--- config.mk ---
export PLATFORM = sky130hd
export DESIGN_NAME = afe_lfsr_toa_tot
export DESIGN_NICKNAME = d
export VERILOG_FILES = /design/src/rtl/afe_lfsr_toa_tot.sv
export SDC_FILE = /design/constraint.sdc
export NUM_CORES = 1
export LEC_CHECK = 0
export ABC_AREA = 1
export BUFFER_PORTS_ARGS = -buffer_cell sky130_fd_sc_hd__buf_2
export CORE_MARGIN = 4
export CORE_UTILIZATION = 40
export CTS_CLUSTER_DIAMETER = 40
export DETAILED_ROUTE_END_ITERATION = 16
export GPL_ROUTABILITY_DRIVEN = 0
export HOLD_SLACK_MARGIN = 0.02
export SETUP_SLACK_MARGIN = 0.05
export SYNTH_ARGS = -nofsm -noshare
export SYNTH_HDL_FRONTEND = slang
export SYNTH_SLANG_ARGS = --single-unit
--- constraint.sdc ---
create_clock -name CLK -period 1.7 [get_ports CLK]
set_clock_uncertainty 0.2 [all_clocks]
set_input_delay 0.085 -clock CLK [delete_from_list [all_inputs] [get_ports CLK]]
set_output_delay 0.085 -clock CLK [all_outputs]
set_load 0.05 [all_outputs]
--- src/rtl/afe_lfsr_toa_tot.sv ---
// AFE readout block: TOA/TOT measurement with 8-bit LFSR counters, SPI mode-0 slave
// for readout and configuration, sticky hit flag and a selectable debug bus.
`timescale 1ns/1ps
module afe_lfsr_toa_tot #(
  parameter logic [7:0]  SEED        = 8'hFF,
  parameter int unsigned SYNC_STAGES = 2
) (
  input  logic       CLK,
  input  logic       RST,
  input  logic       SCLK,
  input  logic       CS_B,
  input  logic       MOSI,
  output logic       MISO,
  input  logic       INJ_IN,
  input  logic       INJ_IN_DEL,
  input  logic       COMP,
  output logic       HIT,
  output logic [7:0] GPIO
);

  typedef enum logic [2:0] {
    IDLE    = 3'd0,
    ARMED   = 3'd1,
    TOA_RUN = 3'd2,
    TOT_RUN = 3'd3,
    DONE    = 3'd4
  } state_t;

  localparam int unsigned NIN    = 6;
  localparam int unsigned I_SCLK = 0;
  localparam int unsigned I_CS   = 1;
  localparam int unsigned I_MOSI = 2;
  localparam int unsigned I_INJ  = 3;
  localparam int unsigned I_DEL  = 4;
  localparam int unsigned I_COMP = 5;

  logic [NIN-1:0] async_in;
  logic [NIN-1:0] sync_pipe [SYNC_STAGES];
  logic [NIN-1:0] s;
  // Previous-cycle copies of the edge-detected inputs: {COMP, DEL, INJ, CS, SCLK}
  logic [4:0]     prev;

  logic sclk_rise, sclk_fall, cs_fall, cs_rise;
  logic inj_rise, del_rise, comp_rise, comp_fall;

  state_t      state, state_nxt;
  logic [7:0]  toa_q, tot_q;
  logic        hit_q;
  logic [15:0] shift_q;
  logic [7:0]  rx_q;
  logic [7:0]  cfg_q;
  logic [5:0]  bits_q;
  logic [7:0]  gpio_q;
  logic        enter_tot;
  logic        spi_clr;

  function automatic logic [7:0] lfsr_step(input logic [7:0] q);
    return {q[6:0], q[7] ^ q[5] ^ q[4] ^ q[3]};
  endfunction

  assign async_in = {COMP, INJ_IN_DEL, INJ_IN, MOSI, CS_B, SCLK};

  always_ff @(posedge CLK) begin
    if (RST) begin
      for (int unsigned i = 0; i < SYNC_STAGES; i++) sync_pipe[i] <= '0;
      prev <= '0;
    end else begin
      sync_pipe[0] <= async_in;
      for (int unsigned i = 1; i < SYNC_STAGES; i++) sync_pipe[i] <= sync_pipe[i-1];
      prev <= {s[I_COMP], s[I_DEL], s[I_INJ], s[I_CS], s[I_SCLK]};
    end
  end

  assign s = sync_pipe[SYNC_STAGES-1];

  assign sclk_rise =  s[I_SCLK] & ~prev[0];
  assign sclk_fall = ~s[I_SCLK] &  prev[0];
  assign cs_rise   =  s[I_CS]   & ~prev[1];
  assign cs_fall   = ~s[I_CS]   &  prev[1];
  assign inj_rise  =  s[I_INJ]  & ~prev[2];
  assign del_rise  =  s[I_DEL]  & ~prev[3];
  assign comp_rise =  s[I_COMP] & ~prev[4];
  assign comp_fall = ~s[I_COMP] &  prev[4];

  always_ff @(posedge CLK) begin
    if (RST) state <= IDLE;
    else     state <= state_nxt;
  end

  always_comb begin
    state_nxt = state;
    if (inj_rise) begin
      state_nxt = ARMED;
    end else begin
      case (state)
        ARMED: begin
          if (del_rise && comp_rise) state_nxt = TOT_RUN;
          else if (del_rise)         state_nxt = TOA_RUN;
        end
        TOA_RUN: if (comp_rise) state_nxt = TOT_RUN;
        TOT_RUN: if (comp_fall) state_nxt = DONE;
        default: ;
      endcase
    end
  end

  assign enter_tot = (state_nxt == TOT_RUN) && (state != TOT_RUN);

  // Counters step on every cycle spent in their run state, so the count equals
  // the number of clocks between the synchronized start and stop edges.
  always_ff @(posedge CLK) begin
    if (RST || inj_rise) begin
      toa_q <= SEED;
      tot_q <= SEED;
    end else begin
      if (state == TOA_RUN) toa_q <= lfsr_step(toa_q);
      if (state == TOT_RUN) tot_q <= lfsr_step(tot_q);
    end
  end

  assign spi_clr = cs_rise && cfg_q[2] && (state == DONE) && (bits_q >= 6'd16);

  always_ff @(posedge CLK) begin
    if (RST || inj_rise) hit_q <= 1'b0;
    else if (enter_tot)  hit_q <= 1'b1;
    else if (spi_clr)    hit_q <= 1'b0;
  end

  // MISO is the shift MSB; clearing the shifter at frame end forces it low.
  always_ff @(posedge CLK) begin
    if (RST) begin
      shift_q <= '0;
      rx_q    <= '0;
      cfg_q   <= '0;
      bits_q  <= '0;
    end else if (cs_fall) begin
      shift_q <= {toa_q, tot_q};
      bits_q  <= '0;
    end else if (cs_rise) begin
      if (bits_q >= 6'd8) cfg_q <= rx_q;
      shift_q <= '0;
    end else if (!s[I_CS]) begin
      if (sclk_rise) begin
        rx_q <= {rx_q[6:0], s[I_MOSI]};
        if (bits_q != '1) bits_q <= bits_q + 6'd1;
      end
      if (sclk_fall) shift_q <= {shift_q[14:0], 1'b0};
    end
  end

  always_ff @(posedge CLK) begin
    if (RST) begin
      gpio_q <= '0;
    end else begin
      case (cfg_q[1:0])
        2'b00:   gpio_q <= {1'b0, state, hit_q, s[I_COMP], s[I_DEL], s[I_INJ]};
        2'b01:   gpio_q <= toa_q;
        2'b10:   gpio_q <= tot_q;
        default: gpio_q <= cfg_q;
      endcase
    end
  end

  assign MISO = shift_q[15];
  assign HIT  = hit_q;
  assign GPIO = gpio_q;

endmodule

==> flow_metrics.env <==
export IMPL_cp_required_ns=1.77
export IMPL_drv_cap=0
export IMPL_placed_cells=537
export IMPL_rsz0062_at_grt="no"
export IMPL_core_mm2=0.008175
export IMPL_numCtsBuffers=9
export IMPL_multiInputGateArea_mm2=0.001384
export IMPL_whs_path_depth=2
export IMPL_ys_flop_type="dfxtp_1"
export IMPL_ctsHtreeMaxLevel=3
export IMPL_setup_viol=0
export IMPL_dpl_hpwl_um=4831
export IMPL_final_common_cell="dfxtp_1"
export IMPL_critPathKind="flop to flop"
export IMPL_critPathMaxFanout=8
export IMPL_min_from="sync_pipe[0][5]"
export IMPL_cts_tree="built"
export IMPL_p_per_area_mw_per_mm2=959.4
export IMPL_die_w_um=99.66
export IMPL_ys_types=33
export IMPL_root_buffer="clkbuf_8"
export IMPL_maxSlewHeadroom=0.7469
export IMPL_ant_nets=0
export IMPL_min_period_over_period=0.9312
export IMPL_fmax_ghz=0.6317
export IMPL_mostFrequentLayoutCells="dfxtp_1, inv_1, o21ai_0"
export IMPL_dr_pass1_iters=5
export IMPL_gr_total_overflow=0
export IMPL_grt_first_pass_wirelength_um=11990
export IMPL_clockBufferDepth=2
export IMPL_timing_rr_end="shift_q[5]"
export IMPL_nets=466
export IMPL_synthTopCellsByArea="dfxtp_1, o21ai_0, inv_1"
export IMPL_area_growth_pct=17.61
export IMPL_initial_utilization=0.4111
export IMPL_arrival_ns=1.66
export IMPL_antenna_cells=0
export IMPL_synth_nets=434
export IMPL_place_port_buffers=17
export IMPL_p_leak_nw=1.661
export IMPL_track_usage=0.1486
export IMPL_final_setup_tns_ns=0
export IMPL_dieArea_mm2=0.009932
export IMPL_vias_per_cell=4.883
export IMPL_clock_sinks=83
export IMPL_r2r_start="sync_pipe[0][7]"
export IMPL_fin_crit_ns=1.583
export IMPL_endpoint_kind="flop"
export IMPL_status="finished clean"
export IMPL_fin_cells=564
export IMPL_cts_clk_slew_worst_paths_ns=0.08
export IMPL_synth_area_mm2=0.003361
export IMPL_synth_top_area_frac=0.4944
export IMPL_syn_area_per_cell_um2=7.945
export IMPL_grt_busiest_layer="met2"
export IMPL_insertion_delay_ns=0.34
export IMPL_grt_use_met2=0.2247
export IMPL_gr_usage_met1=0.2011
export IMPL_regArea_mm2=0.001668
export IMPL_synth_edf_count=0
export IMPL_antenna_found_initial=0
export IMPL_r2r_setup_slack_ns=0.12
export IMPL_via_count=2754
export IMPL_grt_pass1_vias=2615
export IMPL_hold_viol_final=0
export IMPL_syn_instance_count=423
export IMPL_grt_start_max_net_pins=33
export IMPL_ir_drop_mv=0.4435
export IMPL_post_synth_top_area_cell="dfxtp_1"
export IMPL_yosysWarnings=0
export IMPL_ys_seq_elements=83
export IMPL_hp_class="flop to flop"
export IMPL_r2r_cells=7
export IMPL_ios=18
export IMPL_async_flop_share=0
export IMPL_drc_errors=0
export IMPL_holdPathEnd="sync_pipe[0][11]"
export IMPL_tightestPinTransition_ns=0.3783
export IMPL_wirelength_um=6919
export IMPL_routedWlPerCell_um=12.27
export IMPL_n_fill_cell=798
export IMPL_fp_row_count=33
export IMPL_synth_seq_area_share=0.4944
export IMPL_drt_iter0_markers=121
export IMPL_die_h_um=99.66
export IMPL_grt_use_met3=0.04418
export IMPL_start_kind="flop"
export IMPL_slew_violations=0
export IMPL_drive_above_1_share=0.1547
-- synthesized netlist by cell type, types with 2 or more instances --
| cell type | n |
|---|---|
| a21oi_1 | 43 |
| a21oi_2 | 2 |
| a31oi_1 | 15 |
| buf_2 | 10 |
| buf_4 | 4 |
| clkbuf_1 | 4 |
| dfxtp_1 | 83 |
| ha_1 | 3 |
| inv_1 | 59 |
| inv_2 | 3 |
| nand2_1 | 46 |
| nand2_2 | 2 |
| nand3_1 | 19 |
| nand3_2 | 2 |
| nand4_1 | 2 |
| nor2_1 | 37 |
| nor2_2 | 2 |
| o211ai_1 | 6 |
| o21ai_0 | 57 |
| o221ai_1 | 2 |
| o22ai_1 | 2 |
| xnor2_1 | 6 |
| xor2_1 | 4 |
-- where the power goes --
group	internal [mW]	switching, mW	leakage (nW)	total [mW]
combinational	0.147	0.202	0.893	0.349
sequential	2.02	0.0480	0.679	2.07
clock	0.679	0.693	0.0890	1.37
total	2.85	0.944	1.66	3.79
-- critical path, cell delays in order (launching register included) --
cell	delay, ns
dfxtp_4	0.36
inv_2	0.08
ha_4	0.16
nor2_2	0.05
a22oi_4	0.26
clkbuf_16	0.22
o21ai_0	0.07
a31oi_1	0.14
-- cell type report --
| cell class | count | area share |
|---|---|---|
| Tap cell | 105 | 0.03324 |
| Clock inverter | 5 | 0.01583 |
| Sequential cell | 83 | 0.4220 |
| Inverter | 63 | 0.05983 |
| Clock buffer | 10 | 0.03229 |
| Multi-Input combinational cell | 257 | 0.3501 |
| Timing Repair Buffer | 41 | 0.08674 |
-- worst max-delay path by stage --
stage / startpoint / end / slack (ns) / depth (start not counted)
after floorplan: sync_pipe[0][7] / shift_q[15] / 0.09 / 8
after global placement: bits_q[1] / bits_q[1] / 0.07 / 6
after detailed placement: bits_q[1] / bits_q[1] / 0.06 / 6
after CTS: sync_pipe[0][7] / shift_q[1] / 0.05 / 7
after global routing: sync_pipe[0][7] / shift_q[2] / 0.04 / 7
final: sync_pipe[0][7] / shift_q[5] / 0.12 / 7
-- logic make-up after synthesis --
family                   share of synthesized area
buffers and inverters                       0.1013
AND/OR/NAND/NOR                             0.1478
AO/OA/AOI/OAI                               0.2193
flip-flops                                  0.4944
XOR/XNOR                                   0.02606
adder cells (fa/ha/maj)                    0.01117
-- flip-flops by register name, indices dropped and copies added, names as in the netlist --
name       count
shift_q       16
GPIO           8
bits_q         6
rx_q           8
tot_q          8
state          3
toa_q          8
cfg_q          8
prev           5
sync_pipe     12
HIT            1
-- metal layers --
metal | wire length [um] | vias to the layer above
met4 | 120 | 0
met5 | 0 | -
met1 | 3477 | 1232
met2 | 3028 | 53
met3 | 292 | 12
li1 | - | 1457
-- per-stage QoR --
step / area, um^2 / util / total power, mW / hold WS, ns / setup slack [ns]
after detailed placement: 3592 / 0.4394 / 2.426 / 0.09639 / 0.05535
after global routing: 3953 / 0.4835 / 3.968 / 0.2335 / 0.04046
after global placement: 3592 / 0.4394 / 2.420 / 0.08643 / 0.07367
final: 3953 / 0.4835 / 3.792 / 0.2053 / 0.1170
after floorplan: 3364 / - / 2.338 / -0.008033 / 0.08646
after CTS: 3867 / 0.4731 / 3.809 / 0.2061 / 0.05243
-- timing repair --
item,4_1_cts,5_1_grt
gates resized for setup,0,10
hold buffers,7,0
pin swaps,1,2
setup buffers,2,1
endpoints found under the hold margin,13,0
gates cloned,0,2
endpoints found under the setup margin,6,32
No activity file was read; power rests on OpenSTA's default activity.
